--- src/rtl/wt_cache_controller_if.sv ---
// CPU and memory-side signals for the write-through cache controller.
// The slave modport is the controller's view; master is the CPU/memory side.
interface wt_cache_controller_if #(
    parameter int unsigned ADDR_WIDTH = 10,
    parameter int unsigned DATA_WIDTH = 32
);
    logic [ADDR_WIDTH-1:0] cpu_address;
    logic                  cpu_read_en;
    logic                  cpu_write_en;
    logic [DATA_WIDTH-1:0] cpu_write_data;
    logic                  cpu_ready;
    logic [DATA_WIDTH-1:0] cpu_read_data;

    logic [ADDR_WIDTH-1:0] mem_address;
    logic                  mem_read_en;
    logic                  mem_write_en;
    logic [DATA_WIDTH-1:0] mem_write_data;
    logic                  mem_ready;
    logic [DATA_WIDTH-1:0] mem_read_data;

    modport slave (
        input  cpu_address, cpu_read_en, cpu_write_en, cpu_write_data,
        input  mem_ready, mem_read_data,
        output cpu_ready, cpu_read_data,
        output mem_address, mem_read_en, mem_write_en, mem_write_data
    );

    modport master (
        output cpu_address, cpu_read_en, cpu_write_en, cpu_write_data,
        output mem_ready, mem_read_data,
        input  cpu_ready, cpu_read_data,
        input  mem_address, mem_read_en, mem_write_en, mem_write_data
    );
endinterface

--- src/rtl/wt_cache_controller.sv ---
// Direct-mapped, one-word-per-line, write-through / no-write-allocate cache controller.
// Read hits are served locally; writes and read misses go to a ready-handshake memory.
module wt_cache_controller #(
    parameter int unsigned ADDR_WIDTH = 10,
    parameter int unsigned DATA_WIDTH = 32,
    parameter int unsigned LINES      = 32
) (
    input  logic                   clk,
    input  logic                   reset,
    wt_cache_controller_if.slave   bus,
    output logic [15:0]            hit_count,
    output logic [15:0]            miss_count
);
    localparam int unsigned INDEX_W = $clog2(LINES);
    localparam int unsigned TAG_W   = ADDR_WIDTH - INDEX_W;

    typedef enum logic [2:0] {
        StIdle,
        StMemWrite,
        StMemRead,
        StRefill,
        StDone
    } state_e;

    state_e state_q, state_d;

    logic [LINES-1:0]      valid_q;
    logic [TAG_W-1:0]      tag_arr  [LINES];
    logic [DATA_WIDTH-1:0] data_arr [LINES];

    logic [ADDR_WIDTH-1:0] mem_address_q;
    logic                  mem_read_en_q;
    logic                  mem_write_en_q;
    logic [DATA_WIDTH-1:0] mem_write_data_q;
    logic [DATA_WIDTH-1:0] cpu_read_data_q;
    logic [15:0]           hit_q;
    logic [15:0]           miss_q;

    logic [INDEX_W-1:0]    index_in;
    logic [TAG_W-1:0]      tag_in;
    logic                  hit;
    logic [INDEX_W-1:0]    refill_index;
    logic [TAG_W-1:0]      refill_tag;

    logic                  accept_write;
    logic                  read_hit;
    logic                  read_miss;
    logic                  write_done;
    logic                  read_done;
    logic                  refill;

    assign index_in = bus.cpu_address[INDEX_W-1:0];
    assign tag_in   = bus.cpu_address[ADDR_WIDTH-1:INDEX_W];
    assign hit      = valid_q[index_in] && (tag_arr[index_in] == tag_in);

    // mem_address_q holds the latched miss address until the refill completes.
    assign refill_index = mem_address_q[INDEX_W-1:0];
    assign refill_tag   = mem_address_q[ADDR_WIDTH-1:INDEX_W];

    always_comb begin
        state_d      = state_q;
        accept_write = 1'b0;
        read_hit     = 1'b0;
        read_miss    = 1'b0;
        write_done   = 1'b0;
        read_done    = 1'b0;
        refill       = 1'b0;
        unique case (state_q)
            StIdle: begin
                // Write takes priority when both enables are high.
                if (bus.cpu_write_en) begin
                    accept_write = 1'b1;
                    state_d      = StMemWrite;
                end else if (bus.cpu_read_en) begin
                    if (hit) begin
                        read_hit = 1'b1;
                        state_d  = StDone;
                    end else begin
                        read_miss = 1'b1;
                        state_d   = StMemRead;
                    end
                end
            end
            StMemWrite: begin
                if (bus.mem_ready) begin
                    write_done = 1'b1;
                    state_d    = StDone;
                end
            end
            StMemRead: begin
                if (bus.mem_ready) begin
                    read_done = 1'b1;
                    state_d   = StRefill;
                end
            end
            StRefill: begin
                refill  = 1'b1;
                state_d = StDone;
            end
            StDone: begin
                state_d = StIdle;
            end
            default: begin
                state_d = StIdle;
            end
        endcase
    end

    always_ff @(posedge clk or posedge reset) begin
        if (reset) begin
            state_q          <= StIdle;
            valid_q          <= '0;
            mem_address_q    <= '0;
            mem_read_en_q    <= 1'b0;
            mem_write_en_q   <= 1'b0;
            mem_write_data_q <= '0;
            cpu_read_data_q  <= '0;
            hit_q            <= '0;
            miss_q           <= '0;
        end else begin
            state_q <= state_d;
            if (accept_write) begin
                mem_address_q    <= bus.cpu_address;
                mem_write_data_q <= bus.cpu_write_data;
                mem_write_en_q   <= 1'b1;
            end
            if (read_hit) begin
                cpu_read_data_q <= data_arr[index_in];
                if (hit_q != 16'hFFFF) begin
                    hit_q <= hit_q + 16'd1;
                end
            end
            if (read_miss) begin
                mem_address_q <= bus.cpu_address;
                mem_read_en_q <= 1'b1;
                if (miss_q != 16'hFFFF) begin
                    miss_q <= miss_q + 16'd1;
                end
            end
            if (write_done) begin
                mem_write_en_q <= 1'b0;
            end
            if (read_done) begin
                mem_read_en_q <= 1'b0;
            end
            if (refill) begin
                valid_q[refill_index] <= 1'b1;
                cpu_read_data_q       <= bus.mem_read_data;
            end
        end
    end

    // Tag and data arrays carry no reset; valid_q alone qualifies their contents.
    always_ff @(posedge clk) begin
        if (accept_write && hit) begin
            data_arr[index_in] <= bus.cpu_write_data;
        end
        if (refill) begin
            data_arr[refill_index] <= bus.mem_read_data;
            tag_arr[refill_index]  <= refill_tag;
        end
    end

    assign bus.cpu_ready      = (state_q == StDone);
    assign bus.cpu_read_data  = cpu_read_data_q;
    assign bus.mem_address    = mem_address_q;
    assign bus.mem_read_en    = mem_read_en_q;
    assign bus.mem_write_en   = mem_write_en_q;
    assign bus.mem_write_data = mem_write_data_q;
    assign hit_count          = hit_q;
    assign miss_count         = miss_q;
endmodule

--- src/flat_wrapper.sv ---
// flat-port wrapper written by rule: the top's interface ports become plain ports
module wt_cache_controller_flat 
#(
    parameter int unsigned ADDR_WIDTH = 10,
    parameter int unsigned DATA_WIDTH = 32,
    parameter int unsigned LINES      = 32
)
  (clk, reset, hit_count, miss_count, bus_cpu_address, bus_cpu_read_en, bus_cpu_write_en, bus_cpu_write_data, bus_mem_ready, bus_mem_read_data, bus_cpu_ready, bus_cpu_read_data, bus_mem_address, bus_mem_read_en, bus_mem_write_en, bus_mem_write_data);
  wt_cache_controller_if #(.ADDR_WIDTH(ADDR_WIDTH), .DATA_WIDTH(DATA_WIDTH)) bus_i ();
  input  logic clk;
  input  logic reset;
  output logic [15:0] hit_count;
  output logic [15:0] miss_count;
  input wire logic [$bits(bus_i.cpu_address)-1:0] bus_cpu_address;
  input wire logic [$bits(bus_i.cpu_read_en)-1:0] bus_cpu_read_en;
  input wire logic [$bits(bus_i.cpu_write_en)-1:0] bus_cpu_write_en;
  input wire logic [$bits(bus_i.cpu_write_data)-1:0] bus_cpu_write_data;
  input wire logic [$bits(bus_i.mem_ready)-1:0] bus_mem_ready;
  input wire logic [$bits(bus_i.mem_read_data)-1:0] bus_mem_read_data;
  output wire logic [$bits(bus_i.cpu_ready)-1:0] bus_cpu_ready;
  output wire logic [$bits(bus_i.cpu_read_data)-1:0] bus_cpu_read_data;
  output wire logic [$bits(bus_i.mem_address)-1:0] bus_mem_address;
  output wire logic [$bits(bus_i.mem_read_en)-1:0] bus_mem_read_en;
  output wire logic [$bits(bus_i.mem_write_en)-1:0] bus_mem_write_en;
  output wire logic [$bits(bus_i.mem_write_data)-1:0] bus_mem_write_data;
  assign bus_i.cpu_address = bus_cpu_address;
  assign bus_i.cpu_read_en = bus_cpu_read_en;
  assign bus_i.cpu_write_en = bus_cpu_write_en;
  assign bus_i.cpu_write_data = bus_cpu_write_data;
  assign bus_i.mem_ready = bus_mem_ready;
  assign bus_i.mem_read_data = bus_mem_read_data;
  assign bus_cpu_ready = bus_i.cpu_ready;
  assign bus_cpu_read_data = bus_i.cpu_read_data;
  assign bus_mem_address = bus_i.mem_address;
  assign bus_mem_read_en = bus_i.mem_read_en;
  assign bus_mem_write_en = bus_i.mem_write_en;
  assign bus_mem_write_data = bus_i.mem_write_data;
  wt_cache_controller #(.ADDR_WIDTH(ADDR_WIDTH), .DATA_WIDTH(DATA_WIDTH), .LINES(LINES)) u_core (.clk(clk), .reset(reset), .bus(bus_i), .hit_count(hit_count), .miss_count(miss_count));
endmodule
--- config.mk ---
export PLATFORM = sky130hd
export DESIGN_NAME = wt_cache_controller_flat
export DESIGN_NICKNAME = d
export VERILOG_FILES = /design/src/rtl/wt_cache_controller_if.sv /design/src/rtl/wt_cache_controller.sv /design/src/flat_wrapper.sv
export SDC_FILE = /design/constraint.sdc
export NUM_CORES = 1
export LEC_CHECK = 0
export ABC_AREA = 1
export BUFFER_PORTS_ARGS = -buffer_cell sky130_fd_sc_hd__buf_2
export CAP_MARGIN = 20
export CORE_ASPECT_RATIO = 1.5
export CORE_MARGIN = 2
export CORE_UTILIZATION = 56
export DETAILED_ROUTE_END_ITERATION = 12
export PLACE_DENSITY = 0.73
export SETUP_SLACK_MARGIN = 0.1
export SYNTH_ARGS = -nofsm -noshare
export SYNTH_HDL_FRONTEND = slang
export SYNTH_SLANG_ARGS = --single-unit
--- constraint.sdc ---
create_clock -name clk -period 5.3 [get_ports clk]
set_input_delay 0.265 -clock clk [delete_from_list [all_inputs] [get_ports clk]]
set_output_delay 0.265 -clock clk [all_outputs]
set_load 0.02 [all_outputs]
# == Word-level counts from Yosys, hierarchy flattened ==
# Memory sizes are Yosys's and may differ from the RTL's.
# Cells that the tools add are included.
# word_totals
ff_bits,143
ramBits,1184
out_inout_bits,109
memories,2
# mem_list
name,depth,width,read_ports,rd_ports_with_merged_regs,wr,line,text
u_core.data_arr,32,32,1,0,1,wt_cache_controller.sv:29,logic [DATA_WIDTH-1:0] data_arr [LINES];
u_core.tag_arr,32,5,1,0,1,wt_cache_controller.sv:28,logic [TAG_W-1:0] tag_arr [LINES];
# op_classes
addsub,2
magnitude_cmp,3
n_eq_ne,10
n_mux,39
bitwise,1
n_reduce_logical,12
# op_table
op,count
$mux W32,3
$add A16 B1 Y16 const B,2
$ne A16 B16 Y1 const B,2
$or A32 B32 Y32,1
$reduce_or A32 Y1,1
$mux W1,25
$mux W10,2
$mux W3,5
$lt A5 B6 Y1 const B,2
$pmux W3 S4,1
$reduce_bool A2 Y1,4
$eq A3 B2 Y1 const B,2
$bmux W1 S5,1
$demux W1 S5,1
$eq A5 B5 Y1,1
$ge A5 B1 Y1 const B,1
$mux W5,1
$ne A2 B2 Y1 const B,2
$reduce_and A2 Y1,2
$eq A3 B1 Y1 const B,1
$eq A3 B3 Y1 const B,1
$logic_and A1 B1 Y1,3
$logic_not A3 Y1,1
$ne A3 B3 Y1 const B,1
$reduce_and A3 Y1,1

# == Longest topological paths before layout ==
# Gate-level depths: netlist (run 1).
# logic_depth
ltp_word,9
ltp_mapped,19

# == Worst setup path before layout (run 1) ==
# Ideal clock, no wire load.
# synth_timing
path_kind,input-to-reg
start,input port bus_cpu_address[1]
end,"memory u_core.data_arr[10][0], enable pin"
arrival_ns,3.198
path_slack_ns,1.680
stages,14
path_buffers,1
path_cell_list,clkinv_1 -> clkbuf_1 -> nand3_1 -> nand3_1 -> nand2_1 -> nand2_1 -> nand3_1 -> nand3b_1 -> nand2_1 -> nor2_1 -> nand3_2 -> o21ai_2 -> nand3_1 -> nor2_1
# synth_via
elab_chain_len,7
# synth_lines
element,line,text
from (decl),flat_wrapper.sv:14,input wire logic [$bits(bus_i.cpu_address)-1:0] bus_cpu_address;
$mem_v2 Z32 W5 or $bmux W1 S5 (tied branches),n/a,
$eq A5 B5 Y1 or $mux W1 (tied branches),wt_cache_controller.sv:54,assign hit = valid_q[index_in] && (tag_arr[index_in] == tag_in);
$logic_and A1 B1 Y1,wt_cache_controller.sv:54,
$logic_and A1 B1 Y1,wt_cache_controller.sv:155,if (accept_write && hit) begin
$mux W1,wt_cache_controller.sv:155,
$mux W1 (not written as such),wt_cache_controller.sv:156,data_arr[index_in] <= bus.cpu_write_data;
$mux W1 (no source line),n/a,
to (decl),wt_cache_controller.sv:29,
# Several ways; a longest one is shown, not always the timed one. The select of a mux whose other input is x is not followed.

# == Worst setup path in the final report (run 1) ==
# layout_timing
start,input port bus_cpu_address[2]
end,"memory u_core.data_arr[14][17], enable pin"
# Same word-level chain as after synthesis.

==> qor.yml, run 1 <==
finish:
  area_growth_syn_to_layout_pct: 13.76
  finalNonFillerCells: 5862
  regArea_mm2: 0.03913
  multi_input_area_mm2: 0.01279
  nets: 4581
  fillers: 6830
  drive_gt1_share_pct: 12.08
  utilization_pct: 64.29
  diodes: 0
sta:
  hold_violations: 0
  setup_viol_count_final: 0
  rsz0062_at_grt: "false"
  fin_crit_ns: 3.754
  relSlewSlack_pct: 27.55
  worst_slew_pin_slew_ns: 1.087
  tns_ns: 0
  timing.fmax_ghz: 0.2664
  fin_skew_ns: 0.04329
  period_share_pct: 70.83
  drv_slew: 0
power_and_ir_drop:
  vdd_drop_max_mv: 0.3433
  p_leak_uw: 0.02123
  power_density_mw_per_mm2: 411.3
clock_network:
  clk_pin_slew_ns: 0.07
  postCtsSetupBuffers: 0
  hold_buffers: 68
  h-tree-depth: 3
  cts_resized: 0
  clockBufferDepth: 3
  cts_tree: "yes"
  cts_sinks: 1327
  cts_buffers: 116
  cts_root_buf: "clkbuf_16"
  clock_latency_ns: 0.74
setup_path:
  slowest_stage: "dlygate4sd3_1"
  cp.required_ns: 5.70
  crit_type: "in -> reg"
  cp.arrival_ns: 4.15
  crit_path_end_kind: "flip-flop"
  path_buf_inv: 5
  path_cells: "dlygate4sd3_1, buf_6, inv_4, nand3_1, nand2_1, nand2_1, nand3_1, nand2_1, nand2_1, nand2_1, nor2_1, nand3_2, o21ai_2, nand3_1, buf_4, nor2_4, buf_12"
  crit_family: "buffers and inverters"
  start_kind: "primary input"
  cp_common_cell: "nand2_1"
  critPathMaxStageDelay_ns: 0.56
  path_max_fanout: 38
yosys:
  syn_area_mm2: 0.05328
  yosysWarnings: 0
  ys_seq_elements: 1327
  synth_area_leaders: "edfxtp_1 67%, dfrtp_1 6.7%, o21ai_0 5.7%"
  avgSynthCellArea_um2: 12.39
  synth_ff_type: "edfxtp_1"
  async_reset_ff_share_pct: 10.78
  synth_edf_count: 1184
  yosysMostFrequentCell: "edfxtp_1"
  synthTopCellsByCount: "1184 x edfxtp_1, 620 x nand2_1, 606 x o21ai_0"
  yosysSeqAreaShare_pct: 73.45
  synth.largest_area_cell: "edfxtp_1"
  syn_inst: 4300
  syn_nets: 4381
  synth_top_area_share_pct: 66.74
  yosysUniqueCellTypes: 39
grt:
  grt.total_usage_pct: 29.60
  grt_pass1_wl_mm: 218.8
  grt_pass1_vias: 36210
  grt_max_degree: 232
  antenna_found_initial: 3
  overflow: 0
floorplan:
  die-area_mm2: 0.09767
  start_util_pct: 56.51
  row_count: 138
  core-area_mm2: 0.09428
  die_y_um: 381.8
  io_pins: 188
  die_width_um: 255.8
route:
  antenna_left: 0
  drt_iter0_drc: 5197
  post-route-drc-count: 0
  via_per_inst: 6.270
  first_pass_iters: 6
  routed_wl_mm: 146.5
  vias: 36760
  wl_per_cell_um: 24.99
place:
  dp_hpwl_mm: 81.37
  portBuffers: 187
  gp_congestion: 0.8921
  place_inst: 5570
flow_run:
  maxCapViolations: 0
worst_hold_path:
  hp-class: "in -> reg"
run_status:
  status: "finished clean"
## where the power goes
| part | switching [uW] | total [uW] | internal [uW] |
|---|---|---|---|
| sequential | 315 | 12800 | 12500 |
| clock | 3780 | 8480 | 4700 |
| combinational | 2730 | 3670 | 940 |
## metrics by stage
step / hold slack (ns) / worst slack [ns] / power (uW) / area (um^2)
6_report: 0.09759 / 1.546 / 24930 / 60610
5_1_grt: 0.1055 / 1.411 / 25700 / 60610
4_1_cts: 0.03946 / 1.653 / 24910 / 60540
3_5_place_dp: 0.3171 / 1.031 / 16520 / 56060
3_3_place_gp: 0.3092 / 1.107 / 16420 / 56040
2_1_floorplan: 0.3746 / 1.197 / 15000 / 53280
## layout by cell type, fill, tap and decap left out, types with 7 or more instances in the layout
cell type,instances
edfxtp_1,1184
clkbuf_16,117
a32o_1,17
clkbuf_1,37
nor2_1,543
dlygate4sd3_1,68
nor3_1,11
clkbuf_8,10
buf_4,95
or2_2,17
o22ai_1,52
bufinv_16,10
xor2_1,9
o211ai_1,35
nand3_1,324
a21oi_1,52
buf_12,22
dfrtp_1,143
o221ai_1,187
o21ai_0,574
o21ai_2,12
and3_1,7
nand4_1,21
buf_2,183
inv_1,102
nand2_1,620
clkinv_1,16
o21ai_1,29
clkinv_2,18
nor2_4,35
## cell families (layout without fill, tap and decap cells)
logic type / after synthesis / after routing / share of synthesized area, %
compound gates: 966 / 966 / 10.89
xor+xnor: 12 / 12 / 0.1973
fa+ha+maj: 2 / 2 / 0.04696
buf+inv: 403 / 705 / 3.114
flops: 1327 / 1327 / 73.45
simple gates: 1590 / 1590 / 12.30
## registers in the layout, indices dropped and copies added (netlist names)
register,count
u_core.hit_count,16
u_core.bus.mem_write_en,1
u_core.data_arr,1024
u_core.valid_q,32
u_core.bus.cpu_read_data,32
u_core.bus.mem_address,10
u_core.tag_arr,160
u_core.bus.mem_read_en,1
u_core.miss_count,16
u_core.state_q,3
u_core.bus.mem_write_data,32
## worst register-to-register path, cell delays in order (launching register included)
cell	delay [ns]
dfrtp_1	0.43
inv_1	0.15
nor2_4	0.05
buf_4	0.25
inv_2	0.11
buf_4	0.48
nand2_1	0.09
o21ai_0	0.29
nand3_1	0.48
nor2_4	0.61
buf_12	0.28
## per-layer routing
metal / track usage [%] / share of wire [%] / vias to the layer above
met5: 0 / 0.015 / -
li1: - / - / 16140
met2: 50.39 / 50 / 2166
met4: 14.15 / 4.4 / 4
met1: 37.47 / 37 / 18070
met3: 4.387 / 8.9 / 371
## path summary, 6_finish.rpt
path,start,endpoint,slack (ns),cells past startpoint
min,bus_mem_read_data[27],u_core.bus.cpu_read_data[27]$_DFFE_PP0P_,0.1,5
min reg2reg,u_core.valid_q[24]$_DFFE_PP0P_,u_core.valid_q[24]$_DFFE_PP0P_,0.46,2
max,bus_cpu_address[2],u_core.data_arr[14][17]$_DFFE_PP_,1.55,17
max reg2reg,u_core.state_q[1]$_DFFE_PP0P_,u_core.data_arr[14][17]$_DFFE_PP_,1.73,10
min in group asynchronous,reset,u_core.hit_count[12]$_DFFE_PP0P_,0.12,3
max in group asynchronous,reset,u_core.bus.mem_write_data[0]$_DFFE_PP0P_,4.05,4
## final cells by class
type	instances	share of cell area, %
Sequential cell	1327	64.57
Inverter	109	0.7163
Clock inverter	57	1.003
Clock buffer	163	5.264
Multi-Input combinational cell	2570	21.10
Tap cell	1260	2.601
Timing Repair Buffer	376	4.748
Note: power is estimated with default switching activity, not from simulation.
==> run 2: changes to the inputs <==
clock period = 3.5 ns   (was 5.3 ns; I/O delays follow)
==> run 2 against run 1 <==
  * Die area unchanged
  * Clock skew is 0.0043 ns higher
  * Global-route usage increased by 0.56 points
  * Count of clock-buffer cells in the layout down 17
  * Clock power is 52% higher
  * Cell area up 1.2%
  * Sequential cell count is the same
  * Power is 52% higher
  * Combinational power is 50% higher
  * Wire length up 2.0%
  * Sequential power grew 52%
  * Sequential share of layout area decreased by 0.74 points
  * Highest routed layer unchanged
==> qor.yml, run 2 (synthesized netlist as in run 1, its figures left out) <==
route:
  via_per_inst: 6.296  # +0.41%
  drt_iter0_drc: 4980  # -4.2%
  first_pass_iters: 6  # unchanged
  routed_wl_mm: 149.4  # +2.0%
  post-route-drc-count: 0  # unchanged
  antenna_left: 0  # unchanged
  wl_per_cell_um: 25.33  # +1.4%
  vias: 37130  # +1.0%
finish:
  top_regs: "u_core.data_arr x1024, u_core.tag_arr x160"
  largest_reg_flops: 1024  # unchanged
  mostFrequentLayoutCells: "1184 x edfxtp_1, 620 x nand2_1, 574 x o21ai_0"
  fillers: 6672  # -2.3%
  layout_commonest_cell: "edfxtp_1"
  finalNonFillerCells: 5897  # +0.60%
  drive_gt1_share_pct: 13.11  # +1.0 points
  area_growth_syn_to_layout_pct: 15.08
  diodes: 0  # unchanged
  top_register: "u_core.data_arr"
  nets: 4619  # +0.83%
grt:
  grt_pass1_wl_mm: 221.1  # +1.1%
  grt_pass1_vias: 36380  # +0.46%
  grt.total_usage_pct: 30.16  # +0.56 points
  grt_max_degree: 176  # -24%
  overflow: 0  # unchanged
  antenna_found_initial: 1  # -2
floorplan:
  core-area_mm2: 0.09428  # unchanged
  row_count: 138  # unchanged
  die_y_um: 381.8  # unchanged
  io_pins: 188  # unchanged
  start_util_pct: 56.51  # unchanged
  die_width_um: 255.8  # unchanged
  die-area_mm2: 0.09767  # unchanged
clock_network:
  clk_pin_slew_ns: 0.07  # about the same
  cts_tree: "yes"
  cts_buffers: 114  # -1.7%
  cts_resized: 0  # unchanged
  h-tree-depth: 3  # unchanged
  cts_root_buf: "clkbuf_16"
  clock_latency_ns: 0.76  # +0.02 ns
  cts_sinks: 1327  # unchanged
  clockBufferDepth: 3  # unchanged
place:
  portBuffers: 187  # unchanged
  dp_hpwl_mm: 82.83  # +1.8%
  place_inst: 5602  # +0.57%
  gp_congestion: 0.9104  # +2.1%
setup_path:
  cp.required_ns: 3.91  # -1.79 ns
  crit_type: "in -> reg"
  path_max_fanout: 83  # +120%
  start_kind: "primary input"
  cp.arrival_ns: 3.55  # -0.60 ns
  crit_path_end_kind: "flip-flop"
  reg2regPathDepth: 8  # -2
flow_run:
  maxCapViolations: 0  # unchanged
power_and_ir_drop:
  vdd_drop_max_mv: 0.7008  # +100%
  p_leak_uw: 0.02155  # +1.5%
  fin_total_pwr_uw: 37920  # +52%
  power_density_mw_per_mm2: 618.4  # +50%
run_status:
  status: "finished clean"
sta:
  hold_violations: 0  # unchanged
  fin_crit_ns: 3.141
  rsz0062_at_grt: "false"
  drv_slew: 0  # unchanged
  holdWs_ns: 0.01319  # -0.08440 ns
  fin_skew_ns: 0.04759  # +0.004296 ns
  worst_slew_pin_slew_ns: 1.127  # +0.03988 ns
  setup_viol_count_final: 0  # unchanged
  period_share_pct: 89.75
  timing.fmax_ghz: 0.3183
  relSlewSlack_pct: 24.89  # -2.7 points
worst_hold_path:
  hold_depth: 3  # -2
  hp-class: "in -> reg"
## run 2: per-stage QoR
| stage | util, % | TNS (ns) | setup WS (ns) | area [um^2] |
|---|---|---|---|---|
| after global routing | 65.03 | 0 | 0.1729 | 61310 |
| after detailed placement | 60.08 | 0 | 0.3545 | 56640 |
| after floorplan | - | -19.10 | -0.02951 | 53300 |
| after CTS | 64.93 | 0 | 0.4851 | 61220 |
| final | 65.03 | 0 | 0.3586 | 61310 |
| after global placement | 60.07 | 0 | 0.4016 | 56630 |
## run 2: path summary, 6_finish.rpt
path	from	slack, ns	endpoint
max	bus_cpu_address[0]	0.36	u_core.data_arr[25][15]$_DFFE_PP_
min	bus_mem_read_data[4]	0.01	u_core.data_arr[7][4]$_DFFE_PP_
max reg2reg	u_core.state_q[2]$_DFFE_PP0P_	0.40	u_core.data_arr[12][17]$_DFFE_PP_
min reg2reg	u_core.valid_q[4]$_DFFE_PP0P_	0.46	u_core.valid_q[4]$_DFFE_PP0P_
max in group asynchronous	reset	2.62	u_core.valid_q[1]$_DFFE_PP0P_
min in group asynchronous	reset	0.22	u_core.hit_count[5]$_DFFE_PP0P_
## run 2: cell type report
type                       count  area [um^2]  share of cell area [%]
tap                         1260         1577                   2.571
clock inverter                69        719.4                   1.173
clock buffer                 146         3114                   5.079
sequential                  1327        39130                   63.83
multi-input combinational   2570        12790                   20.86
timing repair buffer         416         3547                   5.785
inverter                     109        432.9                  0.7061
## run 2: layer usage
metal / routed length [um] / GRT usage [%] / share of wire, % / vias up
met4: 7017 / 14.77 / 4.7 / 2
met5: 13 / 0 / 0.0087 / -
met1: 53880 / 38.13 / 36 / 18170
met3: 14530 / 4.892 / 9.7 / 422
met2: 73920 / 50.92 / 49 / 2311
li1: - / - / - / 16220
## run 2: worst max-delay path, stage by stage
cell	delay, ns
dlygate4sd3_1	0.57
buf_8	0.19
inv_8	0.33
nand2_1	0.11
nand3_1	0.10
nand3_1	0.09
nand2_1	0.14
nand2_1	0.07
nand3_1	0.09
nand2_1	0.06
nand2_1	0.05
nand2_1	0.05
nor2_1	0.17
nand3_2	0.11
o21ai_2	0.29
nand2_1	0.10
buf_4	0.23
nor2_4	0.24
buf_12	0.23
## run 2: what timing repair did
item / 4_1_cts / 5_1_grt
hold buffers: 74 / 0
hold endpoints to repair: 233 / 0
setup buffers: 0 / 0
## run 2: report_power, final
group / total, uW / switching (uW) / internal [uW] / leakage [uW]
logic: 5490 / 4000 / 1480 / 0.00716
clock network: 12900 / 5810 / 7080 / 0.00187
registers: 19500 / 668 / 18900 / 0.0125
total: 37900 / 10500 / 27400 / 0.0215
